## src/rtl/uart_tx_serializer_if.sv

```systemverilog
// Byte/strobe handshake between the AXI4 UART bridge and the 8N1 serializer,
// plus the serializer's idle level and the serial line it drives.
interface uart_tx_serializer_if;
    logic [7:0] txbyte;
    logic       senddata;
    logic       txdone;
    logic       tx;

    modport master (
        output txbyte,
        output senddata,
        input  txdone,
        input  tx
    );

    modport slave (
        input  txbyte,
        input  senddata,
        output txdone,
        output tx
    );
endinterface

```

## src/rtl/uart_tx_serializer.sv

```systemverilog
// 8N1 UART transmitter: latches one byte per request taken while idle and shifts
// out start, 8 data bits LSB-first and stop, each CLKS_PER_BIT clocks long.
module uart_tx_serializer #(
    parameter int CLKS_PER_BIT = 104
) (
    input  logic                 clk,
    input  logic                 rst,
    uart_tx_serializer_if.slave  bus
);

    localparam int CW = (CLKS_PER_BIT > 1) ? $clog2(CLKS_PER_BIT) : 1;
    localparam logic [CW-1:0] BAUD_LAST = CW'(CLKS_PER_BIT - 1);

    typedef enum logic [1:0] {
        S_IDLE  = 2'd0,
        S_START = 2'd1,
        S_DATA  = 2'd2,
        S_STOP  = 2'd3
    } state_t;

    state_t        state_q, state_d;
    logic [CW-1:0] baud_q, baud_d;
    logic [2:0]    bit_q, bit_d;
    logic [7:0]    shift_q, shift_d;
    logic          tx_q, tx_d;
    logic          txdone_q, txdone_d;
    logic          baud_end;

    assign baud_end = (baud_q == BAUD_LAST);

    // tx/txdone are computed from the next state so they appear in the same
    // cycle the state register changes, while staying purely registered.
    always_comb begin
        state_d  = state_q;
        baud_d   = baud_q;
        bit_d    = bit_q;
        shift_d  = shift_q;
        tx_d     = tx_q;
        txdone_d = txdone_q;

        case (state_q)
            S_IDLE: begin
                baud_d = '0;
                bit_d  = 3'd0;
                if (bus.senddata) begin
                    shift_d  = bus.txbyte;
                    state_d  = S_START;
                    tx_d     = 1'b0;
                    txdone_d = 1'b0;
                end else begin
                    tx_d     = 1'b1;
                    txdone_d = 1'b1;
                end
            end
            S_START: begin
                if (baud_end) begin
                    baud_d  = '0;
                    bit_d   = 3'd0;
                    state_d = S_DATA;
                    tx_d    = shift_q[0];
                end else begin
                    baud_d = baud_q + CW'(1);
                end
            end
            S_DATA: begin
                if (baud_end) begin
                    baud_d  = '0;
                    shift_d = shift_q >> 1;
                    if (bit_q == 3'd7) begin
                        state_d = S_STOP;
                        tx_d    = 1'b1;
                    end else begin
                        bit_d = bit_q + 3'd1;
                        tx_d  = shift_q[1];
                    end
                end else begin
                    baud_d = baud_q + CW'(1);
                end
            end
            S_STOP: begin
                if (baud_end) begin
                    baud_d   = '0;
                    state_d  = S_IDLE;
                    tx_d     = 1'b1;
                    txdone_d = 1'b1;
                end else begin
                    baud_d = baud_q + CW'(1);
                end
            end
            default: begin
                state_d  = S_IDLE;
                baud_d   = '0;
                bit_d    = 3'd0;
                tx_d     = 1'b1;
                txdone_d = 1'b1;
            end
        endcase
    end

    always_ff @(posedge clk) begin
        if (rst) begin
            state_q  <= S_IDLE;
            baud_q   <= '0;
            bit_q    <= 3'd0;
            shift_q  <= 8'h00;
            tx_q     <= 1'b1;
            txdone_q <= 1'b1;
        end else begin
            state_q  <= state_d;
            baud_q   <= baud_d;
            bit_q    <= bit_d;
            shift_q  <= shift_d;
            tx_q     <= tx_d;
            txdone_q <= txdone_d;
        end
    end

    assign bus.tx     = tx_q;
    assign bus.txdone = txdone_q;

endmodule
```

## src/flat_wrapper.sv

```systemverilog
// flat-port wrapper written by rule: the top's interface ports become plain ports
module uart_tx_serializer_flat 
#(
    parameter int CLKS_PER_BIT = 104
)
  (clk, rst, bus_txbyte, bus_senddata, bus_txdone, bus_tx);
  uart_tx_serializer_if bus_i ();
  input  logic clk;
  input  logic rst;
  input wire logic [$bits(bus_i.txbyte)-1:0] bus_txbyte;
  input wire logic [$bits(bus_i.senddata)-1:0] bus_senddata;
  output wire logic [$bits(bus_i.txdone)-1:0] bus_txdone;
  output wire logic [$bits(bus_i.tx)-1:0] bus_tx;
  assign bus_i.txbyte = bus_txbyte;
  assign bus_i.senddata = bus_senddata;
  assign bus_txdone = bus_i.txdone;
  assign bus_tx = bus_i.tx;
  uart_tx_serializer #(.CLKS_PER_BIT(CLKS_PER_BIT)) u_core (.clk(clk), .rst(rst), .bus(bus_i));
endmodule
```

## config.mk

```make
export PLATFORM = sky130hd
export DESIGN_NAME = uart_tx_serializer_flat
export DESIGN_NICKNAME = d
export VERILOG_FILES = /design/src/rtl/uart_tx_serializer_if.sv /design/src/rtl/uart_tx_serializer.sv /design/src/flat_wrapper.sv
export SDC_FILE = /design/constraint.sdc
export NUM_CORES = 1
export LEC_CHECK = 0
export ABC_CLOCK_PERIOD_IN_PS = 2000
export CORE_UTILIZATION = 32
export CTS_CLUSTER_DIAMETER = 150
export DETAILED_ROUTE_END_ITERATION = 8
export PLACE_DENSITY_LB_ADDON = 0.25
export SETUP_SLACK_MARGIN = 0.4
export SYNTH_ARGS = -nofsm -noshare
export SYNTH_HDL_FRONTEND = slang
export SYNTH_SLANG_ARGS = --single-unit
```

## constraint.sdc

```tcl
create_clock -name clk -period 2 [get_ports clk]
set_input_delay 0.3 -clock clk [delete_from_list [all_inputs] [get_ports clk]]
set_output_delay 0.3 -clock clk [all_outputs]
set_load 0.02 [all_outputs]
```

# ---- Word-level counts from Yosys, hierarchy flattened
# Cells that the tools add are included.
dict set report word_totals {
  ff_bits 22
  input_bits 11
  elab_cells 51
}
dict set report classes {
  n_addsub 2
  n_eq_ne 11
  muxes 22
  n_reduce_logical 10
}
# cell n
set op_table {}
lappend op_table {{8-bit 2-to-1 mux} 2}
lappend op_table {{8-bit case mux with 2 select lines} 1}
lappend op_table {{7-bit case mux with 2 select lines} 1}
lappend op_table {{2-bit 2-to-1 mux} 5}
lappend op_table {{3-bit 2-to-1 mux} 3}
lappend op_table {{3-bit case mux with 3 select lines} 1}
lappend op_table {{2-bit by 1-bit != test with 1-bit output, second input constant} 4}
lappend op_table {{2-bit case mux with 4 select lines} 1}
lappend op_table {{7-bit by 1-bit adder with 7-bit output, second input constant} 1}
lappend op_table {{7-bit equality test, second input constant} 1}
lappend op_table {{7-bit 2-to-1 mux} 1}
lappend op_table {{3-bit AND reduction} 2}
lappend op_table {{1-bit 2-to-1 mux} 5}
lappend op_table {{5-bit AND reduction} 1}
lappend op_table {{2-bit equality test, second input constant} 2}
lappend op_table {{2-bit != test, second input constant} 2}
lappend op_table {{1-bit case mux with 4 select lines} 1}
lappend op_table {{4-bit AND reduction} 1}
lappend op_table {{2-bit nonzero test} 2}
lappend op_table {{3-bit by 1-bit adder with 3-bit output, second input constant} 1}
lappend op_table {{3-bit equality test, second input constant} 1}
lappend op_table {{3-bit nonzero test} 1}
lappend op_table {{3-bit OR reduction} 1}
lappend op_table {{2-bit by 1-bit equality test with 1-bit output, second input constant} 1}
lappend op_table {{3 further kinds} 3}

# ---- Longest topological paths before layout
dict set report depth {
  depth_word 4
  mapped_depth 7
  ltp_nobuf 6
}

# ---- Worst setup path before layout
# No wires, ideal clock.
dict set report synth_timing {
  path_type {reg-to-reg}
  from {register u_core.state_q[0]}
  to {register u_core.tx_q, in the netlist u_core.bus.tx}
  setup_ps 61
  t_arrival_ps 1621
  slack_ps 318
  stages_incl_launch_ff 7
  path_buffers 1
  path_cell_list {dfxtp_1 > inv_1 > ha_1 > buf_4 > or3_4 > a222oi_1 > a311o_1}
}
dict set report synth_between {
  elab_chain_len 3
  elab_cells_between_ends 9
}
# item line_no
set synth_lines {}
lappend synth_lines {{start, declared} uart_tx_serializer.sv:21} ;# state_t state_q, state_d;
lappend synth_lines {{start signal, assigned} uart_tx_serializer.sv:109} ;# state_q <= state_d;
lappend synth_lines {{2-bit equality test or 2-bit by 1-bit equality test with 1-bit output (tied branches)} uart_tx_serializer.sv:41} ;# case (state_q)
lappend synth_lines {{2-bit by 1-bit != test with 1-bit output (no line)} -}
lappend synth_lines {{3-bit AND reduction (no line)} -}
lappend synth_lines {{end signal, assigned} uart_tx_serializer.sv:113} ;# tx_q <= tx_d;
lappend synth_lines {{end, declared} uart_tx_serializer.sv:25} ;# logic tx_q, tx_d;
# Several ways; a longest one is shown, not always the timed one.
# A chain may end at the register's enable or synchronous reset.

# ---- Worst setup path after layout
dict set report layout_timing {
  from {register u_core.state_q[0]}
  to {register u_core.state_q[0]}
}
dict set report layout_between {
  elab_chain_len 3
  elab_cells_between_ends 11
}
# item line_no
set layout_lines {}
lappend layout_lines {{2-bit equality test (tied with other cells)} uart_tx_serializer.sv:41}
lappend layout_lines {{2-bit by 1-bit != test with 1-bit output (no line) or 2-bit != test (tied branches)} -}
lappend layout_lines {{5-bit AND reduction (no line)} -}
# Several ways; a longest one is shown, not always the timed one.

==> summary.md <==
| Metric | Value |
|---|---|
| Outcome | complete, no violations |
| Vias after detailed routing | 1,050 |
| Htree depth | 1 |
| Remaining number of nets flagged by the antenna check after routing | 0 |
| Starting density of the core | 0.344 |
| Launching element type of the critical path | flop |
| Static Leak | 0.585 nW |
| Number of search-and-repair iterations in the first detailed-routing pass | 4 |
| Final cell utilization of the core | 0.470 |
| Arrival time worst endpoint | 1.87 ns |
| Vertical die dimension | between 60 and 70 um |
| Peak VDD IR | just over 0.5 mV |
| Final setup vio count | 0 |
| CORE AREA | approximately 3400 sq um |
| Cell Count Post-Placement | 189 |
| Via count of the first global-routing pass | roughly 1,000 |
| Placed wire-length estimate after detailed placement | ~1.9 mm |
| Total negative slack for setup checks | 0 ns |
| Later-pin clock latency in the skew report | just over 0.3 ns |
| Sink count of the clock tree | 22 |
| Worst setup slack for register-to-register paths | about 0.33 ns |
| Post-Syn Area per Cell | 8.90 sq um |
| Number of flip-flops and latches in the synthesized netlist | 22 |
| Worst setup path endpoint | u_core.state_q[0]$_SDFFE_PP0P_ |
| Number of input and output port buffers inserted | 12 |
| Site row count | 21 |
| Maximum capacitance violations | 0 |
| Top library cells by usage in the layout, fill and taps aside | 25 x sky130_fd_sc_hd__nor2_1, 17 x sky130_fd_sc_hd__dfxtp_1, 11 x sky130_fd_sc_hd__clkdlybuf4s50_1, 11 x sky130_fd_sc_hd__buf_4, 7 x sky130_fd_sc_hd__o221a_2 |
| Fraction of layout cells with a size suffix above 1 | 0.333 |
| Routed wire length | 2.72 mm |
| Transition time at the pin with the least slew margin | between 0.4 and 0.5 ns |
| Diodes inserted | 0 |
| Overall fraction of global-route tracks in use | 0.141 |
| End of the worst register-to-register path | u_core.state_q[0]$_SDFFE_PP0P_ |
| Max-slew headroom at the worst pin | 0.682 |
| Post-layout nets | 175 |
| Number of pins with negative max-slew slack in the final report | 0 |
| Post-detailed-route wirelength per cell | ~13 um |
| Sequential share of the synthesized area | 0.375 |
| Initial antenna violation count | 0 |
| Start-to-end type of the worst setup path | reg -> reg |
| Die extent in x | 62.6 um |
| Worst path setup slack after routing | 0.331 ns |
| Crit share post-route | 0.835 |
| TritonCTS clock tree | built |
| Drt via density | around 5.2 |
| Share of flip-flops with an asynchronous set or reset after synthesis | 0 |
| IO Pins | 13 |
| Setup repair after global routing missed its margin | true |
| Placement-stage worst setup slack | between 0.15 and 0.2 ns |
| Pin count of the biggest net entering global routing | 15 |
| Signed area change from the synthesized netlist to the final layout | 36.6% |
| Max FO, Critical Path | 4 |
| Synth Flop Type | sky130_fd_sc_hd__dfxtp_1 |
| Layout Skew | 0.00204 ns |
| EDFF count, synth | 0 |
| Hold Crit Start | u_core.baud_q[0]$_SDFF_PP0_ |
| Required arrival time at the worst endpoint | roughly 2.2 ns |
| Crit path launch | u_core.state_q[0]$_SDFFE_PP0P_ |
| Commonest non-fill, non-tap cell in the layout | sky130_fd_sc_hd__nor2_1 |
| Final-report hold violation count | 0 |
| Synthesized netlist cell count | 132 |
| Fmax | between 0.5 and 0.6 GHz |
| Hold buffer count at CTS | 0 |
| Count of non-filler cells in the finished layout | 202 |
| First-iteration detailed-routing DRC count | 34 |
| Minimum clock period | about 1.7 ns |
| Wire length of the first global-routing pass | approximately 4.4 mm |
| Master cell of the clock root buffer | sky130_fd_sc_hd__clkbuf_4 |
| Number of filler cells placed in the layout | approximately 330 |
| Start of the worst register-to-register path | u_core.state_q[0]$_SDFFE_PP0P_ |
| Clock-pin transition on the worst setup and hold timing paths | 0.12 ns |
| Element type at the critical path end | flop |
| Last weighted congestion value of the routability-driven placer | around 0.75 |
| Die outline area | roughly 4000 sq um |
| DRC violations left | 0 |
| Power per cell area | approximately 1200 nW/um^2 |
| Clock Tree Buf Depth | 2 |
| Type of the most critical hold path | reg -> reg |
| Yosys cell types | 37 |
| Combined area of all synthesized cells | 1170 sq um |
| Worst-case reg-to-reg path depth | 6 |
| Total global routing overflow | 0 |
| Ys Warns | 0 |
| Syn nets | 150 |
| TritonCTS buffer count | 3 |
## metal layers
layer | part of all wire | global-route usage | vias to the layer above | wire [um]
li1 | - | - | 527 | -
met5 | 0 | 0 | - | 0
met3 | 0.034 | 0.0310 | 6 | 93
met2 | 0.50 | 0.242 | 22 | 1350
met4 | 0.024 | 0.0640 | 0 | 64
met1 | 0.45 | 0.167 | 495 | 1210
## cells in the mapped netlist, types with 2 or more instances
library cell | n | area share
sky130_fd_sc_hd__xnor2_1 | 3 | 0.022
sky130_fd_sc_hd__o21ai_0 | 4 | 0.017
sky130_fd_sc_hd__nand2_1 | 7 | 0.022
sky130_fd_sc_hd__nor2b_1 | 2 | 0.011
sky130_fd_sc_hd__nand3b_1 | 4 | 0.026
sky130_fd_sc_hd__clkbuf_1 | 4 | 0.013
sky130_fd_sc_hd__nand3_1 | 4 | 0.017
sky130_fd_sc_hd__o32a_1 | 2 | 0.017
sky130_fd_sc_hd__o32ai_1 | 2 | 0.015
sky130_fd_sc_hd__o221a_2 | 7 | 0.067
sky130_fd_sc_hd__ha_1 | 7 | 0.075
sky130_fd_sc_hd__xor2_1 | 2 | 0.015
sky130_fd_sc_hd__a211oi_1 | 2 | 0.013
sky130_fd_sc_hd__dfxtp_1 | 22 | 0.37
sky130_fd_sc_hd__and3_1 | 2 | 0.011
sky130_fd_sc_hd__inv_1 | 4 | 0.013
sky130_fd_sc_hd__nor3_1 | 2 | 0.0085
sky130_fd_sc_hd__a21oi_1 | 2 | 0.0085
sky130_fd_sc_hd__a31oi_1 | 2 | 0.011
sky130_fd_sc_hd__nor2_1 | 26 | 0.083
sky130_fd_sc_hd__nand2b_1 | 6 | 0.032
## critical path: stages, from the launching register on
cell and delay (ns):
sky130_fd_sc_hd__dfxtp_4 0.39, sky130_fd_sc_hd__inv_4 0.04, sky130_fd_sc_hd__ha_4 0.16, sky130_fd_sc_hd__or4b_4 0.52, sky130_fd_sc_hd__o21ai_4 0.20, sky130_fd_sc_hd__a211oi_2 0.07
sky130_fd_sc_hd__nor4_2 0.19
## what timing repair did
action / in CTS / in global routing
pin swaps: 5 / 7
resized for setup: 8 / 22
buffers inserted: 4 / 5
setup endpoints to repair: 14 / 16
## area by class of cell
type	instances	area, sq um	area share
inverters	4	17.5	0.0109
repair buffers	26	239	0.149
clock buffers	4	36.3	0.0226
multi-input cells	100	806	0.502
flip-flops and latches	22	449	0.280
well taps	46	57.6	0.0359
## worst min-delay path by stage
stage,to,cells past startpoint
after floorplan,u_core.bus.txdone$_SDFFE_PP1P_,1
after global placement,u_core.baud_q[0]$_SDFF_PP0_,1
after detailed placement,u_core.baud_q[0]$_SDFF_PP0_,1
after CTS,u_core.baud_q[0]$_SDFF_PP0_,1
after global routing,u_core.baud_q[0]$_SDFF_PP0_,1
final,u_core.baud_q[0]$_SDFF_PP0_,1
## state kept, by name, summed over array words and instances (netlist names)
signal	count
u_core.shift_q	8
u_core.baud_q	7
u_core.bit_q	3
u_core.state_q	2
u_core.bus.tx	1
u_core.bus.txdone	1
## report_power, final
part	switching (mW)	internal [mW]	total [mW]
logic	0.500	0.486	0.985
clock network	0.133	0.111	0.244
registers	0.0861	0.559	0.645
## per-stage QoR
stage               cell area (sq um)  total power, mW  hold WS, ns
global route                     1610             2.01        0.452
floorplan                        1200             1.21        0.415
detailed placement               1380             1.42        0.447
CTS                              1480             1.74        0.469
finish                           1610             1.87        0.433
global placement                 1380             1.40        0.435
## kinds of logic after synthesis
kind of cell	synth area share
multiplexers	0.00852
buffers and inverters	0.0362
flip-flops	0.375
XOR/XNOR	0.0373
AO/OA/AOI/OAI	0.201
AND/OR/NAND/NOR	0.267
adder cells (fa/ha/maj)	0.0745
Note: power is estimated with default switching activity, not from simulation.
